## src/rtl/div2_engine.sv

```systemverilog
// Program-2 reference divider: reads a 16-bit dividend and an 8-bit divisor from data bytes 0-2
// and writes the 24-bit quotient (16.8 fixed point) to bytes 4-6. Define DIV2_ROUND_EN for half-LSB rounding.
module div2_engine #(
  parameter int DIV_ITERS = 24
) (
  input  logic       Clk,
  input  logic       Reset,
  input  logic       Start,
  output logic       Ack,
  output logic [7:0] MemAddr,
  input  logic [7:0] MemRdData,
  output logic [7:0] MemWrData,
  output logic       MemWrEn,
  output logic [3:0] dbg_state
);

`ifdef DIV2_ROUND_EN
  localparam int ITERS = 25;
`else
  localparam int ITERS = DIV_ITERS;
`endif
  localparam logic [4:0] LAST_ITER = 5'(ITERS - 1);

  typedef enum logic [3:0] {
    S_IDLE, S_RD0, S_RD1, S_RD2, S_DIV, S_WR0, S_WR1, S_WR2, S_DONE
  } state_t;

  state_t           state;
  logic             start_q;
  logic [15:0]      dividend;
  logic [7:0]       divisor;
  logic [ITERS-1:0] num;
  logic [7:0]       rem;
  logic [4:0]       iter_cnt;
  logic [15:0]      q_tail;

  logic [8:0]       rem_shift;
  logic             take;
  logic [7:0]       rem_next;
  logic [ITERS-1:0] num_next;
  logic [23:0]      result;

  assign dbg_state = state;

  // num shifts the numerator out of its MSB while quotient bits enter at its LSB,
  // so after the last iteration it holds the raw quotient.
  always_comb begin
    rem_shift = {rem, num[ITERS-1]};
    take      = rem_shift >= {1'b0, divisor};
    // When take is set the true difference is below the divisor, so 8-bit wraparound is exact.
    rem_next  = take ? (rem_shift[7:0] - divisor) : rem_shift[7:0];
    num_next  = {num[ITERS-2:0], take};
`ifdef DIV2_ROUND_EN
    result    = num_next[24:1] + {23'd0, num_next[0]};
`else
    result    = num_next[23:0];
`endif
  end

  // Handshake: Start is a level; a run launches when IDLE sees Start 1 on one edge and 0 on the
  // next. Ack rises after the third result write and holds until Start is seen high in DONE.
  always_ff @(posedge Clk or negedge Reset) begin
    if (!Reset) begin
      state     <= S_IDLE;
      start_q   <= 1'b0;
      Ack       <= 1'b0;
      MemAddr   <= 8'd0;
      MemWrData <= 8'd0;
      MemWrEn   <= 1'b0;
      dividend  <= 16'd0;
      divisor   <= 8'd0;
      num       <= '0;
      rem       <= 8'd0;
      iter_cnt  <= 5'd0;
      q_tail    <= 16'd0;
    end else begin
      start_q <= Start;
      case (state)
        S_IDLE: begin
          if (start_q && !Start) begin
            MemAddr <= 8'd0;
            state   <= S_RD0;
          end
        end
        S_RD0: begin
          dividend[15:8] <= MemRdData;
          MemAddr        <= 8'd1;
          state          <= S_RD1;
        end
        S_RD1: begin
          dividend[7:0] <= MemRdData;
          MemAddr       <= 8'd2;
          state         <= S_RD2;
        end
        S_RD2: begin
          divisor <= MemRdData;
          if (MemRdData == 8'd0) begin
            q_tail    <= 16'hFFFF;
            MemWrEn   <= 1'b1;
            MemAddr   <= 8'd4;
            MemWrData <= 8'hFF;
            state     <= S_WR0;
          end else begin
            num      <= {dividend, {(ITERS-16){1'b0}}};
            rem      <= 8'd0;
            iter_cnt <= 5'd0;
            MemAddr  <= 8'd0;
            state    <= S_DIV;
          end
        end
        S_DIV: begin
          num      <= num_next;
          rem      <= rem_next;
          iter_cnt <= iter_cnt + 5'd1;
          if (iter_cnt == LAST_ITER) begin
            q_tail    <= result[15:0];
            MemWrEn   <= 1'b1;
            MemAddr   <= 8'd4;
            MemWrData <= result[23:16];
            state     <= S_WR0;
          end
        end
        S_WR0: begin
          MemAddr   <= 8'd5;
          MemWrData <= q_tail[15:8];
          state     <= S_WR1;
        end
        S_WR1: begin
          MemAddr   <= 8'd6;
          MemWrData <= q_tail[7:0];
          state     <= S_WR2;
        end
        S_WR2: begin
          MemWrEn   <= 1'b0;
          MemAddr   <= 8'd0;
          MemWrData <= 8'd0;
          Ack       <= 1'b1;
          state     <= S_DONE;
        end
        S_DONE: begin
          if (Start) begin
            Ack   <= 1'b0;
            state <= S_IDLE;
          end
        end
        default: state <= S_IDLE;
      endcase
    end
  end

endmodule

```

## config.mk

```make
export PLATFORM = sky130hd
export DESIGN_NAME = div2_engine
export DESIGN_NICKNAME = d
export VERILOG_FILES = /design/src/rtl/div2_engine.sv
export SDC_FILE = /design/constraint.sdc
export NUM_CORES = 1
export LEC_CHECK = 0
export CAP_MARGIN = 5
export CELL_PAD_IN_SITES_DETAIL_PLACEMENT = 1
export CELL_PAD_IN_SITES_GLOBAL_PLACEMENT = 2
export CORE_MARGIN = 10
export CORE_UTILIZATION = 39
export DETAILED_ROUTE_END_ITERATION = 8
export PLACE_DENSITY = 0.86
export REMOVE_ABC_BUFFERS = 1
export SLEW_MARGIN = 25
export SYNTH_ARGS = -nofsm -noshare
export SYNTH_HDL_FRONTEND = slang
export SYNTH_SLANG_ARGS = --single-unit
export TNS_END_PERCENT = 100
```

## constraint.sdc

```tcl
create_clock -name Clk -period 2.3 [get_ports Clk]
set_input_delay 0.575 -clock Clk [delete_from_list [all_inputs] [get_ports Clk]]
set_output_delay 0.575 -clock Clk [all_outputs]
set_load 0.05 [all_outputs]
```

Word level (Yosys, flattened, before mapping)
Cells that the tools add are included.
Widths: inputs -> output; s select.
{ "op_classes": {"eq_ne": 14, "n_reduce_logical": 16, "n_mux": 27, "n_lt_le_gt_ge": 1, "n_addsub": 2} }
{ "ops": {"columns": ["op", "count"], "rows": [
  ["$pmux 8 s8", 1],
  ["$mux 8", 6],
  ["$pmux 24 s2", 1],
  ["$pmux 8 s5", 1],
  ["$pmux 4 s9", 1],
  ["$mux 16", 2],
  ["$pmux 16 s2", 1],
  ["$mux 24", 1],
  ["$eq 4x3->1 const B", 4],
  ["$pmux 8 s2", 1],
  ["$reduce_and 3->1", 5],
  ["$mux 4", 3],
  ["$ne 2x2->1 const B", 5],
  ["$pmux 5 s2", 1],
  ["$ge 9x8->1", 1],
  ["$eq 4x2->1 const B", 2],
  ["$logic_not 8->1", 1],
  ["$reduce_bool 8->1", 1],
  ["$sub 8x8->8", 1],
  ["$add 5x1->5 const B", 1],
  ["$eq 5x5->1 const B", 1],
  ["$mux 5", 1],
  ["$reduce_bool 5->1", 1],
  ["$eq 4x1->1 const B", 1],
  ["other kinds (11)", 16]
]} }
{ "word_totals": {"ff_bits": 100, "elab_cells": 73, "in_bits": 11, "out_inout_bits": 22} }

Longest topological paths before layout
{ "depth": {"word_depth": 4, "ltp_mapped": 8, "mapped_depth_nobuf": 8} }

Least setup slack after synthesis
OpenSTA, ideal clock, no wires.
{ "synth_timing": {"kind": "reg-to-reg", "from": "reg state[3] (netlist: dbg_state[3])", "to": "reg MemWrData[0]", "path_stages_with_launch": 9, "setup_slack_ns": 0.296, "setup_time_ns": 0.122, "required_ns": 2.178, "arrival_time_ns": 1.883, "path_buffers": 3, "cell_sequence": "dfrtp_1 buf_4 nand2b_4 nand2b_1 buf_2 nor2_2 or2_0 buf_2 o22a_1"} }
{ "synth_via": {"elab_chain_len": 3} }
{ "synth_lines": {"columns": ["item", "line", "rtl"], "rows": [
  ["start, declared", "28", "state_t state;"],
  ["start signal, assigned", "64", "state <= S_IDLE;"],
  ["start signal, assigned", "82", "state <= S_RD0;"],
  ["start signal, assigned", "88", "state <= S_RD1;"],
  ["$eq 4x3->1 / $eq 4x2->1 (equally long branches)", "78", "case (state)"],
  ["$reduce_bool 5->1 (no source line) / $ne 2x2->1 (equally long branches)", null, null],
  ["$reduce_and 3->1 (no source line)", null, null],
  ["end signal, assigned", "119", "MemWrData <= result[23:16];"],
  ["end signal, assigned", "125", "MemWrData <= q_tail[15:8];"],
  ["end signal, assigned", "130", "MemWrData <= q_tail[7:0];"],
  ["end, declared", "12", "output logic [7:0] MemWrData,"]
]} }
Parallel ways exist; a longest one is shown, timed or not.
A chain may end at the register's enable or synchronous reset.

Worst setup path after layout
{ "layout_timing": {"from": "reg Ack", "to": "out Ack"} }
{ "layout_rtl": {"columns": ["item", "line", "rtl"], "rows": [
  ["start, declared", "9", "output logic Ack,"],
  ["start signal, assigned", "66", "Ack <= 1'b0;"],
  ["start signal, assigned", "137", "Ack <= 1'b1;"],
  ["start signal, assigned", "142", "Ack <= 1'b0;"]
]} }
No word-level cell between the ends.

==> reports/results.tsv <==
metric	value	unit
fill count	1198	
CP max stage delay	820	ps
DRC	0	
CP Class	reg2out	
Post-Route Utilization	49.4	%
worst-path cell chain	clkdlybuf4s50_1	
Final period util	92.4	%
main area contributors after synthesis	dfrtp_1 (54%), mux2i_1 (5.6%), o22a_1 (4.9%)	
status	finished clean	
Distinct cells, synth	47	
setup bufs post-CTS	0	
total wire length	11200	um
cell taking the most area after synthesis	dfrtp_1	
GPL Wtd Cong	0.775	
hold-fix buffer count after cts	0	
final hold viol count	0	
initial antenna violation count	0	
multi-input logic area	1890	um2
Startpoint Class	flip-flop	
share of post-route cells with drive strength above 1	19.1	%
DPL Wire Length	8170	um
area grow syn2layout	22.1	%
FFs w/ async S/R, synth	100	%
setup TNS	0	ps
top cell type's share of synthesized area	53.5	%
CTS Buf Count	9	
crit path max fanout	3	
synth cell count leaders	dfrtp_1 (95), nand2_1 (51), o21ai_0 (34)	
vias in the first global route	3530	
sequential share of the synthesized area	53.5	%
Cells after Synth	398	
Tot GR Track Use	14.3	%
max_cap viols	0	
RSZ-0062 raised after global routing	no	
FP Rows	38	
Core ar.	11000	um2
Synth Flop Type	dfrtp_1	
initial drt markers	185	
PD cells	1610	nW/um2
initial cell density of the core	40.4	%
Peak Freq	471	MHz
clock-pin slew on the worst setup and hold paths	70	ps
routed vias/inst	5.48	
CTS resizes	0	
GRT overflow	0	
worst path buffer plus inverter count	1	
CP Data Required Time	1730	ps
Die Y	127	um
wire length of the first global-routing pass	18900	um
pre-CTS setup slack	-58.6	ps
# nets final	471	
worst r2r path cells	6	
worst hold path type	in2async	
Final setup viols	0	
Register Area	2380	um2
largest net degree at the start of global routing	41	
worst hold margin	136	ps
die footprint	16100	um2
DRT Pass-1 Iters	4	
number of buffers added on ports	27	
clk_lat worst skew	340	ps
max-slew violation count	0	
register bit total from synthesis	95	
delay-heaviest family, CP	buffers and inverters	
Post-Syn Area per Cell	11.2	um2
ant diodes	0	
Max H-tree Level	3	
routed via count	3258	
width of the die	127	um
CTS Root Cell	clkbuf_16	
clk buf depth	2	
clk sinks	95	
slew margin rel.	64.5	%
skew final	8.31	ps
setup ws final	175	ps
worst slew pin tran	532	ps
TritonCTS clock tree	built	
CP Depth	1	
Worst Path Arrival	1550	ps
Leakage	0.00250	uW
Crit. End Element	output pin	
Post-synth EDFFs	0	
cell with the most instances after synthesis	dfrtp_1	
CP max-delay cell	clkdlybuf4s50_1	
final antenna-violating net count	0	
io pins	33	
per-cell routed wire length	18.9	um
Mapped Area	4440	um2
post-route minimum period	2120	ps
maximum VDD drop	0.000752	V
synth warn	0	
[layer usage]
| metal | GRT usage (%) | part of all wire [%] | vias to the layer above |
|---|---|---|---|
| li1 | - | - | 1515 |
| met1 | 18.2 | 46 | 1685 |
| met2 | 24.2 | 49 | 48 |
| met3 | 2.75 | 3.3 | 10 |
| met4 | 4.22 | 1.2 | 0 |
| met5 | 0 | 0 | - |
[metrics by stage]
stage / total power (uW) / std cells / area, um2
floorplan: 5570 / 378 / 4320
detailed placement: 7090 / 579 / 5080
finish: 8740 / 595 / 5420
global placement: 6860 / 579 / 5080
CTS: 8820 / 595 / 5420
global route: 9400 / 595 / 5420
[path summary, 6_finish.rpt]
path                                     start                     to  slack, ps
min                                      Reset     rem[2]$_DFFE_PN0P_        140
max reg2reg                 rem[5]$_DFFE_PN0P_  q_tail[0]$_DFFE_PN0P_        180
max in group asynchronous                Reset     rem[5]$_DFFE_PN0P_       1600
min reg2reg                num[23]$_DFFE_PN0P_    num[23]$_DFFE_PN0P_        490
max                            Ack$_DFFE_PN0P_                    Ack        180
min in group Clk           num[23]$_DFFE_PN0P_    num[23]$_DFFE_PN0P_        490
[layout make-up]
type                    instances  share of cell area (%)
flip-flops and latches         95                    43.8
multi-input cells             265                    34.9
repair buffers                 61                    10.6
clock buffers                   9                    4.15
well taps                     140                    3.23
clock inverters                 7                    2.03
inverters                      18                    1.25
[placed cells by master (no fill, tap or decap), types with 2 or more instances in the layout]
| cell type | netlist | routed |
|---|---|---|
| clkbuf_16 | 0 | 9 |
| o21ai_0 | 34 | 34 |
| mux2i_1 | 25 | 25 |
| clkdlybuf4s50_1 | 0 | 22 |
| bufinv_16 | 0 | 2 |
| a211oi_1 | 2 | 2 |
| buf_12 | 0 | 5 |
| a21o_1 | 5 | 5 |
| o22a_1 | 25 | 25 |
| nand2_2 | 3 | 4 |
| nand2b_1 | 7 | 7 |
| a22o_1 | 8 | 8 |
| o211ai_1 | 2 | 2 |
| o21a_1 | 2 | 2 |
| nand3_1 | 4 | 4 |
| nand2_1 | 51 | 50 |
| inv_8 | 0 | 3 |
| nor4_1 | 2 | 2 |
| inv_1 | 18 | 18 |
| nor3_1 | 2 | 2 |
| dfrtp_1 | 95 | 95 |
| mux2_2 | 19 | 19 |
| ha_1 | 9 | 9 |
| conb_1 | 1 | 5 |
| nor3_4 | 1 | 2 |
| o21ai_1 | 8 | 8 |
| nor2_1 | 6 | 6 |
| o221ai_1 | 8 | 8 |
| nor3_2 | 3 | 2 |
| buf_4 | 8 | 34 |
| a21oi_1 | 8 | 8 |
| nor2b_1 | 4 | 4 |
| xnor2_1 | 2 | 2 |
| xor2_1 | 4 | 4 |
[kinds of logic (layout without fill, tap and decap cells)]
logic type	after synthesis	after routing	share of synthesized area (%)
xor+xnor	6	6	1.18
fa+ha+maj	10	10	2.99
buf+inv	42	95	4.56
mux	44	44	10.5
flops	95	95	53.5
compound gates	109	109	16.9
simple gates	91	91	10.3
other cells	1	5	0.0844
[state kept, by name, summed over array words and instances, names as in the netlist, 3 cells and up]
name / count
num: 24
MemWrData: 8
q_tail: 16
dbg_state: 4
iter_cnt: 5
dividend: 16
MemAddr: 3
divisor: 8
rem: 8
[power by group]
part	internal [uW]	switching, uW	total, uW
logic	1780	2360	4140
registers	2360	557	2920
clock network	980	699	1680
Power figures use the tool's default switching activity.
